File: config.mk
export PLATFORM = sky130hd
export DESIGN_NAME = univ_shift_reg
export DESIGN_NICKNAME = d
export VERILOG_FILES = /design/src/rtl/univ_shift_reg.sv
export SDC_FILE = /design/constraint.sdc
export NUM_CORES = 1
export LEC_CHECK = 0
export CAP_MARGIN = 30
export CORE_ASPECT_RATIO = 0.5
export CORE_MARGIN = 8
export CORE_UTILIZATION = 35
export DETAILED_ROUTE_END_ITERATION = 16
export GPL_ROUTABILITY_DRIVEN = 0
export PLACE_DENSITY = 0.74
export SYNTH_ARGS = -nofsm -noshare
export SYNTH_HDL_FRONTEND = slang
export SYNTH_SLANG_ARGS = --single-unit
File: constraint.sdc
create_clock -name clock -period 2.2 [get_ports clock]
set_clock_uncertainty 0.15 [all_clocks]
set_input_delay 0.44 -clock clock [delete_from_list [all_inputs] [get_ports clock]]
set_output_delay 0.44 -clock clock [all_outputs]
set_load 0.02 [all_outputs]
File: src/rtl/univ_shift_reg.sv
// ---------------------------------------------------------------------------
// univ_shift_reg
//
// WIDTH-bit universal register with an asynchronous preset. Each rising
// clock edge applies one selectable next-state function: hold, parallel
// load, logical shift left/right, rotate left/right, or count up/down.
// It is a general-purpose state element for serial links, LFSR seeds and
// event counters.
//
// Optional feature: define USR_PARITY_EN to add the 'parity' output. It
// carries the XOR of all q bits and is derived combinationally from q.
//
// Parameters
//   WIDTH       register width in bits (2..64)
//   PRESET_VAL  value forced onto q while preset is high
//
// Ports
//   clock   in   rising-edge clock
//   preset  in   asynchronous active-high preset, q = PRESET_VAL
//   sclr    in   synchronous clear to 0; wins over en and mode
//   en      in   next-state enable; 0 holds q
//   mode    in   next-state function select
//   d       in   parallel load data
//   sin_l   in   serial input entering the MSB on shift right
//   sin_r   in   serial input entering bit 0 on shift left
//   q       out  registered state
//   sout_l  out  q[WIDTH-1]
//   sout_r  out  q[0]
//   wrap    out  registered one-cycle pulse when the counter wraps
//   parity  out  ^q (present only with USR_PARITY_EN)
// ---------------------------------------------------------------------------
module univ_shift_reg #(
    parameter int               WIDTH      = 8,
    parameter logic [WIDTH-1:0] PRESET_VAL = {WIDTH{1'b1}}
) (
    input  logic             clock,
    input  logic             preset,
    input  logic             sclr,
    input  logic             en,
    input  logic [2:0]       mode,
    input  logic [WIDTH-1:0] d,
    input  logic             sin_l,
    input  logic             sin_r,
    output logic [WIDTH-1:0] q,
    output logic             sout_l,
    output logic             sout_r,
`ifdef USR_PARITY_EN
    output logic             wrap,
    output logic             parity
`else
    output logic             wrap
`endif
);

    typedef enum logic [2:0] {
        MODE_HOLD = 3'b000,
        MODE_LOAD = 3'b001,
        MODE_SHL  = 3'b010,
        MODE_SHR  = 3'b011,
        MODE_ROL  = 3'b100,
        MODE_ROR  = 3'b101,
        MODE_UP   = 3'b110,
        MODE_DOWN = 3'b111
    } mode_t;

    localparam logic [WIDTH-1:0] ONE  = {{(WIDTH-1){1'b0}}, 1'b1};
    localparam logic [WIDTH-1:0] ZERO = '0;
    localparam logic [WIDTH-1:0] ONES = '1;

    logic [WIDTH-1:0] q_nxt;
    logic             wrap_nxt;

    // Next-state selection. The priority order is sclr, then enable,
    // then mode. wrap_nxt is raised only on the two counter wrap cases.
    always_comb begin
        q_nxt    = q;
        wrap_nxt = 1'b0;
        if (sclr) begin
            q_nxt = ZERO;
        end else if (en) begin
            case (mode_t'(mode))
                MODE_HOLD: q_nxt = q;
                MODE_LOAD: q_nxt = d;
                MODE_SHL:  q_nxt = {q[WIDTH-2:0], sin_r};
                MODE_SHR:  q_nxt = {sin_l, q[WIDTH-1:1]};
                MODE_ROL:  q_nxt = {q[WIDTH-2:0], q[WIDTH-1]};
                MODE_ROR:  q_nxt = {q[0], q[WIDTH-1:1]};
                MODE_UP: begin
                    q_nxt    = q + ONE;
                    wrap_nxt = (q == ONES);
                end
                MODE_DOWN: begin
                    q_nxt    = q - ONE;
                    wrap_nxt = (q == ZERO);
                end
                default: q_nxt = q;
            endcase
        end
    end

    // State register. The preset acts immediately and discards any
    // shift or count that is in progress.
    always_ff @(posedge clock or posedge preset) begin
        if (preset) begin
            q    <= PRESET_VAL;
            wrap <= 1'b0;
        end else begin
            q    <= q_nxt;
            wrap <= wrap_nxt;
        end
    end

    assign sout_l = q[WIDTH-1];
    assign sout_r = q[0];

`ifdef USR_PARITY_EN
    assign parity = ^q;
`endif

endmodule

==> results of run 1 <==
## kinds of logic after synthesis
group,Yosys count
AND/OR/NAND/NOR,63
AO/OA/AOI/OAI,47
buffers and inverters,19
flip-flops,9
multiplexers,6
XOR/XNOR,3
adder cells (fa/ha/maj),1
## power by group through the flow
| stage | registers (mW) | clock network, mW | logic (mW) |
|---|---|---|---|
| after floorplan | 0.213 | 0 | 0.152 |
| after global placement | 0.213 | 0 | 0.243 |
| after detailed placement | 0.213 | 0 | 0.246 |
| after CTS | 0.212 | 0.197 | 0.247 |
| after global routing | 0.215 | 0.205 | 0.274 |
| final | 0.213 | 0.195 | 0.252 |
## area by class of cell
class / count / area, µm² / area share
multi-input cells: 120 / 759 / 0.517
flip-flops and latches: 9 / 235 / 0.160
clock buffers: 4 / 45.0 / 0.0307
repair buffers: 40 / 372 / 0.253
inverters: 2 / 7.51 / 0.00511
well taps: 40 / 50.0 / 0.0341
## registers in the layout, indices dropped and copies added, names as in the netlist
name,flops
q,8
wrap,1
## cell usage in the layout, fill, tap and decap left out, types with 3 or more instances in the layout
| cell type | instances |
|---|---|
| clkdlybuf4s50_1 | 27 |
| nand2_1 | 15 |
| o21ai_0 | 14 |
| nor2_1 | 12 |
| buf_4 | 12 |
| a21oi_1 | 11 |
| dfstp_2 | 8 |
| mux2i_1 | 6 |
| nand2b_1 | 5 |
| nor3_1 | 4 |
| nor2b_1 | 4 |
| nand3_1 | 4 |
| nand4_1 | 3 |
| o31ai_1 | 3 |
| nor3b_1 | 3 |
| clkbuf_8 | 3 |
## worst max-delay path by stage
stage / from / to / slack (ns) / cells after the start
final: q[1] / q[1] / 0.04 / 2
after global routing: mode[0] / q[2] / -0.01 / 9
after CTS: q[1] / q[1] / 0.05 / 2
after detailed placement: mode[1] / q[2] / -0.18 / 9
after global placement: mode[2] / q[2] / -0.13 / 9
after floorplan: q[1] / q[7] / 0.03 / 6
## metrics by stage
step | power [mW] | cell area (µm²) | setup TNS (ns) | utilization | hold slack, ns
floorplan | 0.365 | 1070 | 0 | - | 0.112
global placement | 0.456 | 1400 | -0.553 | 0.473 | 0.404
detailed placement | 0.459 | 1400 | -0.801 | 0.473 | 0.409
CTS | 0.656 | 1450 | 0 | 0.488 | 0.347
global route | 0.694 | 1470 | -0.0130 | 0.496 | 0.373
finish | 0.660 | 1470 | 0 | 0.496 | 0.332
## routing by layer
metal,GRT usage,wire [µm],part of all wire
met5,0,0,0
met4,0.0364,23,0.0072
met3,0.0323,277,0.087
met2,0.216,1450,0.45
met1,0.163,1450,0.45
## worst max-delay path, delay by kind of cell (launching register included)
kind     cells  cell delay (ns)
buf+inv      2             0.80
flops        1             0.53
==> qor.txt, run 1 <==
status -> finished, final reports clean
placed cell count -> 211
RSZ-0062 raised after global routing -> yes
DR pass1 iterations -> 4
cells on worst reg2reg path -> 5
pwr dens -> 449 nW/µm²
worst r2r src -> q[1]
Vias/cell -> 5.57
width of the chip -> 94.2 µm
post-synthesis adder-cell area fraction -> 0.0117
worst slack, placed -> -0.178 ns
CP peak stage delay -> 0.62 ns
Max Freq -> 464 MHz
Final WS setup -> 0.0432 ns
Comb power frac -> 0.383
CTS tree -> yes
post-synth top area cell -> dfstp_2
via count -> 1197
#FFs+latches synth -> 9
drt initial violations -> 96
Worst-path clk slew -> 0.05 ns
final net count -> 194
total net switching power -> 0.219 mW
setup bufs post-CTS -> 0
list of most frequent post-synthesis cells -> nand2_1 (15), o21ai_0 (14), nor2_1 (12)
initial antenna violation count -> 0
ANT cells -> 0
share of the synthesized area in the top cell type -> 0.196
Setup CP Type -> flop to output pin
async set-or-reset flop fraction in the synthesized netlist -> 1.00
Worst-Skew Late Latency -> 0.23 ns
number of enable flip-flop cells after synthesis -> 0
DRC -> 0
number of routed nets with antenna violations -> 0
CTS root buf -> clkbuf_8
CTS sink count -> 9
full die area -> 5190 µm²
Worst Max-Slew Pin Slew -> 0.381 ns
DR WL/cell -> 14.9 µm
# rows -> 14
Power Internal -> 0.441 mW
max-slew violations -> 0
Max H-tree Level -> 1
Sequential Power Share -> 0.322
Arr. time, crit path -> 1.57 ns
DRT Wirelength -> 3200 µm
Net Sw Frac -> 0.331
Final Cycle Share -> 0.980
CP startpoint kind -> flop
first-pass GRT wire length -> 5280 µm
Finished Layout Cells -> 215
number of global-route vias before repair -> 1105
TritonCTS buffer count -> 3
XOR/XNOR Fraction of Synth Area -> 0.0246
P&R area growth vs syn -> 37.3%
layout cells sized above 1 -> 0.189
post-synthesis compound-gate area fraction -> 0.289
Port-buffer cells -> 27
syn_nets -> 166
minimum clock period -> 2.16 ns
Static Leak -> 0.521 nW
Clock Path Buffers -> 2
GRT Util Overall -> 0.128
Core ar. -> 2960 µm²
Ys Warns -> 0
Worst Path Max Fanout -> 10
Post-Syn Area -> 1070 µm²
initial cell density of the core -> 0.361
Cell Chain, Critical Path -> buf_4 -> clkdlybuf4s50_1
most common cell in the netlist -> nand2_1
post-cts sizing count -> 0
Hold Vio Cnt, Final -> 0
mux contribution to synthesized area -> 0.0561
mean post-synth cell area -> 7.23 µm²
Synth cell types -> 46
Setup-failing EPs final -> 0
WP data required -> 1.61 ns
simple-gate share of the synthesized area -> 0.310
FF-to-FF End -> q[7]
Fill cells -> 271
clock share of power -> 0.295
VDD IR max -> 198 µV
main combinational cell family by area after synthesis -> simple AND/OR/NAND/NOR gates
cts-stage hold buffer count -> 0
dpl hpwl -> 2410 µm
Most used DFF post-synth -> dfstp_2
# IOs -> 28
r2r setup slk -> 0.17 ns
largest cells by area after synthesis -> dfstp_2 (20%), o21ai_0 (6.5%), mux2i_1 (5.6%), nand2_1 (5.3%), a21oi_1 (5.1%)
worst min-delay path class -> input pin to asynchronous set/reset pin
slowest CP cell -> clkdlybuf4s50_1
Synth Instances -> 148
largest net degree at the start of global routing -> 26
max-cap violations -> 0
Die Ht -> 55.1 µm
CP endpoint kind -> output pin
Slew HR -> 0.746
global route overflow -> 0
post-synthesis sequential area ratio -> 0.220
Note: power is estimated with default switching activity, not from simulation.
==> inputs of run 2 (changes only) <==
- PLACE_DENSITY: 0.74 -> 0.72
- SLEW_MARGIN: not set -> 15
- clock period: 2.2 -> 2.5 ns (I/O delays scaled with it)
==> qor.txt, run 2 (synthesized netlist as in run 1, its figures left out) <==
Max H-tree Level -> 1 (unchanged)
met3 WL post-DR -> 243 µm (-12%)
Final WS setup -> 0.197 ns (+0.154 ns)
setup bufs post-CTS -> 0 (unchanged)
top routing layer in use -> met4
CP endpoint kind -> flop
width of the chip -> 94.2 µm (unchanged)
Die Ht -> 55.1 µm (unchanged)
Sequential Power Share -> 0.346 (+0.024)
CP startpoint kind -> input pin
DR pass1 iterations -> 4 (unchanged)
dpl hpwl -> 2350 µm (-2.6%)
final net count -> 189 (-2.6%)
worst slack, placed -> -0.0645 ns (+0.114 ns)
drt initial violations -> 144 (+50%)
initial cell density of the core -> 0.361 (unchanged)
post-route cell area -> 1410 µm² (-4.2%)
ANT cells -> 0 (unchanged)
WP data required -> 2.49 ns (+0.88 ns)
Final Cycle Share -> 0.921
wire length on met1 -> 1420 µm (-2.1%)
Power Internal -> 0.380 mW (-14%)
Slew HR -> 0.760 (+0.0145)
max-slew violations -> 0 (unchanged)
# IOs -> 28 (unchanged)
via count -> 1161 (-3.0%)
Port-buffer cells -> 27 (unchanged)
Worst Path Max Fanout -> 7 (-3)
Clock Path Buffers -> 2 (unchanged)
max reg flops -> 8 (unchanged)
Static Leak -> 0.487 nW (-6.4%)
Setup CP Type -> input pin to flop
# rows -> 14 (unchanged)
P&R area growth vs syn -> 31.6%
Setup-failing EPs final -> 0 (unchanged)
CTS root buf -> clkbuf_8
clock share of power -> 0.300 (+0.005)
layout cells sized above 1 -> 0.141 (-0.0474)
r2r setup slk -> 0.36 ns (+0.19 ns)
met2 wire len -> 1440 µm (-0.62%)
DRC -> 0 (unchanged)
minimum clock period -> 2.30 ns
cts-stage hold buffer count -> 0 (unchanged)
worst min-delay path class -> input pin to asynchronous set/reset pin
first-pass GRT wire length -> 5150 µm (-2.5%)
Worst Max-Slew Pin Slew -> 0.358 ns (-0.0229 ns)
number of global-route vias before repair -> 1095 (-0.90%)
DRT Wirelength -> 3130 µm (-2.1%)
total net switching power -> 0.188 mW (-14%)
Power, Total -> 0.569 mW (-14%)
Max Freq -> 434 MHz
number of routed nets with antenna violations -> 0 (unchanged)
largest net degree at the start of global routing -> 26 (unchanged)
global route overflow -> 0 (unchanged)
Placed Instance Area -> 1360 µm² (-2.7%)
cells on worst reg2reg path -> 5 (unchanged)
Fill cells -> 282 (+4.1%)
max-cap violations -> 0 (unchanged)
biggest regs -> q (8), wrap (1)
DR WL/cell -> 14.9 µm (+0.27%)
GRT Util Overall -> 0.127 (-0.00165)
TritonCTS buffer count -> 3 (unchanged)
commonest non-fill, non-tap cell in the layout -> clkdlybuf4s50_1
Core ar. -> 2960 µm² (unchanged)
Hold Vio Cnt, Final -> 0 (unchanged)
pwr dens -> 404 nW/µm² (-10%)
RSZ-0062 raised after global routing -> no
Arr. time, crit path -> 2.29 ns (+0.72 ns)
Vias/cell -> 5.53 (-0.70%)
post-cts sizing count -> 0 (unchanged)
commonest non-fill, non-tap cells in the layout -> clkdlybuf4s50_1 (27), nand2_1 (15), o21ai_0 (14), nor2_1 (12), a21oi_1 (11)
Worst-Skew Late Latency -> 0.24 ns (about the same)
full die area -> 5190 µm² (unchanged)
CTS sink count -> 9 (unchanged)
initial antenna violation count -> 0 (unchanged)
Biggest register -> q
status -> finished, final reports clean
CTS tree -> yes
Worst-path clk slew -> 0.05 ns (about the same)
VDD IR max -> 185 µV (-6.7%)
Comb power frac -> 0.354 (-0.029)
Net Sw Frac -> 0.331 (about the same)
==> run 2: cell count changes in the layout (fill, tap and decap cells not counted) <==
| cell | before | now |
|---|---|---|
| buf_6 | 1 | 0 |
| buf_4 | 12 | 8 |
| ha_2 | 1 | 0 |
| xnor2_1 | 2 | 3 |
| nor3_2 | 1 | 0 |
| nor3_1 | 4 | 5 |
| ha_1 | 0 | 1 |
| nand3_2 | 1 | 0 |
| nand3_1 | 4 | 5 |
| xnor2_2 | 1 | 0 |
==> run 2: final cells by class <==
cell class                      instances  area [µm²]  area share
Clock buffer                            4        45.0      0.0320
Inverter                                2        7.51     0.00533
Timing Repair Buffer                   35         330       0.235
Sequential cell                         9         235       0.167
Tap cell                               40        50.0      0.0356
Multi-Input combinational cell        120         739       0.525
==> run 2: layer usage <==
metal,vias up,track usage
li1,582,-
met1,531,0.151
met2,41,0.211
met3,7,0.0485
met4,0,0.0416
met5,-,0
==> run 2: path summary, 6_finish.rpt <==
| path | from | end |
|---|---|---|
| max in group asynchronous | preset | q[5] |
| max | mode[2] | q[2] |
| max reg2reg | q[1] | q[7] |
| min reg2reg | q[7] | q[7] |
| min | preset | wrap |
| min in group clock | q[7] | q[7] |
==> run 2: critical path, cell delays in order <==
cell and delay (ns):
clkdlybuf4s50_1 0.48, nand3_1 0.12, xnor2_1 0.15, ha_1 0.30, nor2_1 0.06, mux2i_1 0.17
xnor2_1 0.15, a21oi_1 0.09, o31ai_1 0.26
==> run 2: power by group through the flow <==
stage / logic (mW) / registers [mW] / clock network, mW
after global placement: 0.198 / 0.197 / 0
after detailed placement: 0.201 / 0.197 / 0
after floorplan: 0.134 / 0.187 / 0
final: 0.201 / 0.197 / 0.170
after CTS: 0.202 / 0.195 / 0.174
after global routing: 0.220 / 0.200 / 0.185
==> run 2: stage by stage <==
step                      utilization  hold slack [ns]  setup TNS [ns]  std cells
after floorplan                     -            0.172               0        148
after detailed placement        0.460            0.407         -0.0645        206
after CTS                       0.475            0.406               0        210
after global routing            0.475            0.437               0        210
final                           0.475            0.386               0        210
after global placement          0.460            0.397               0        206
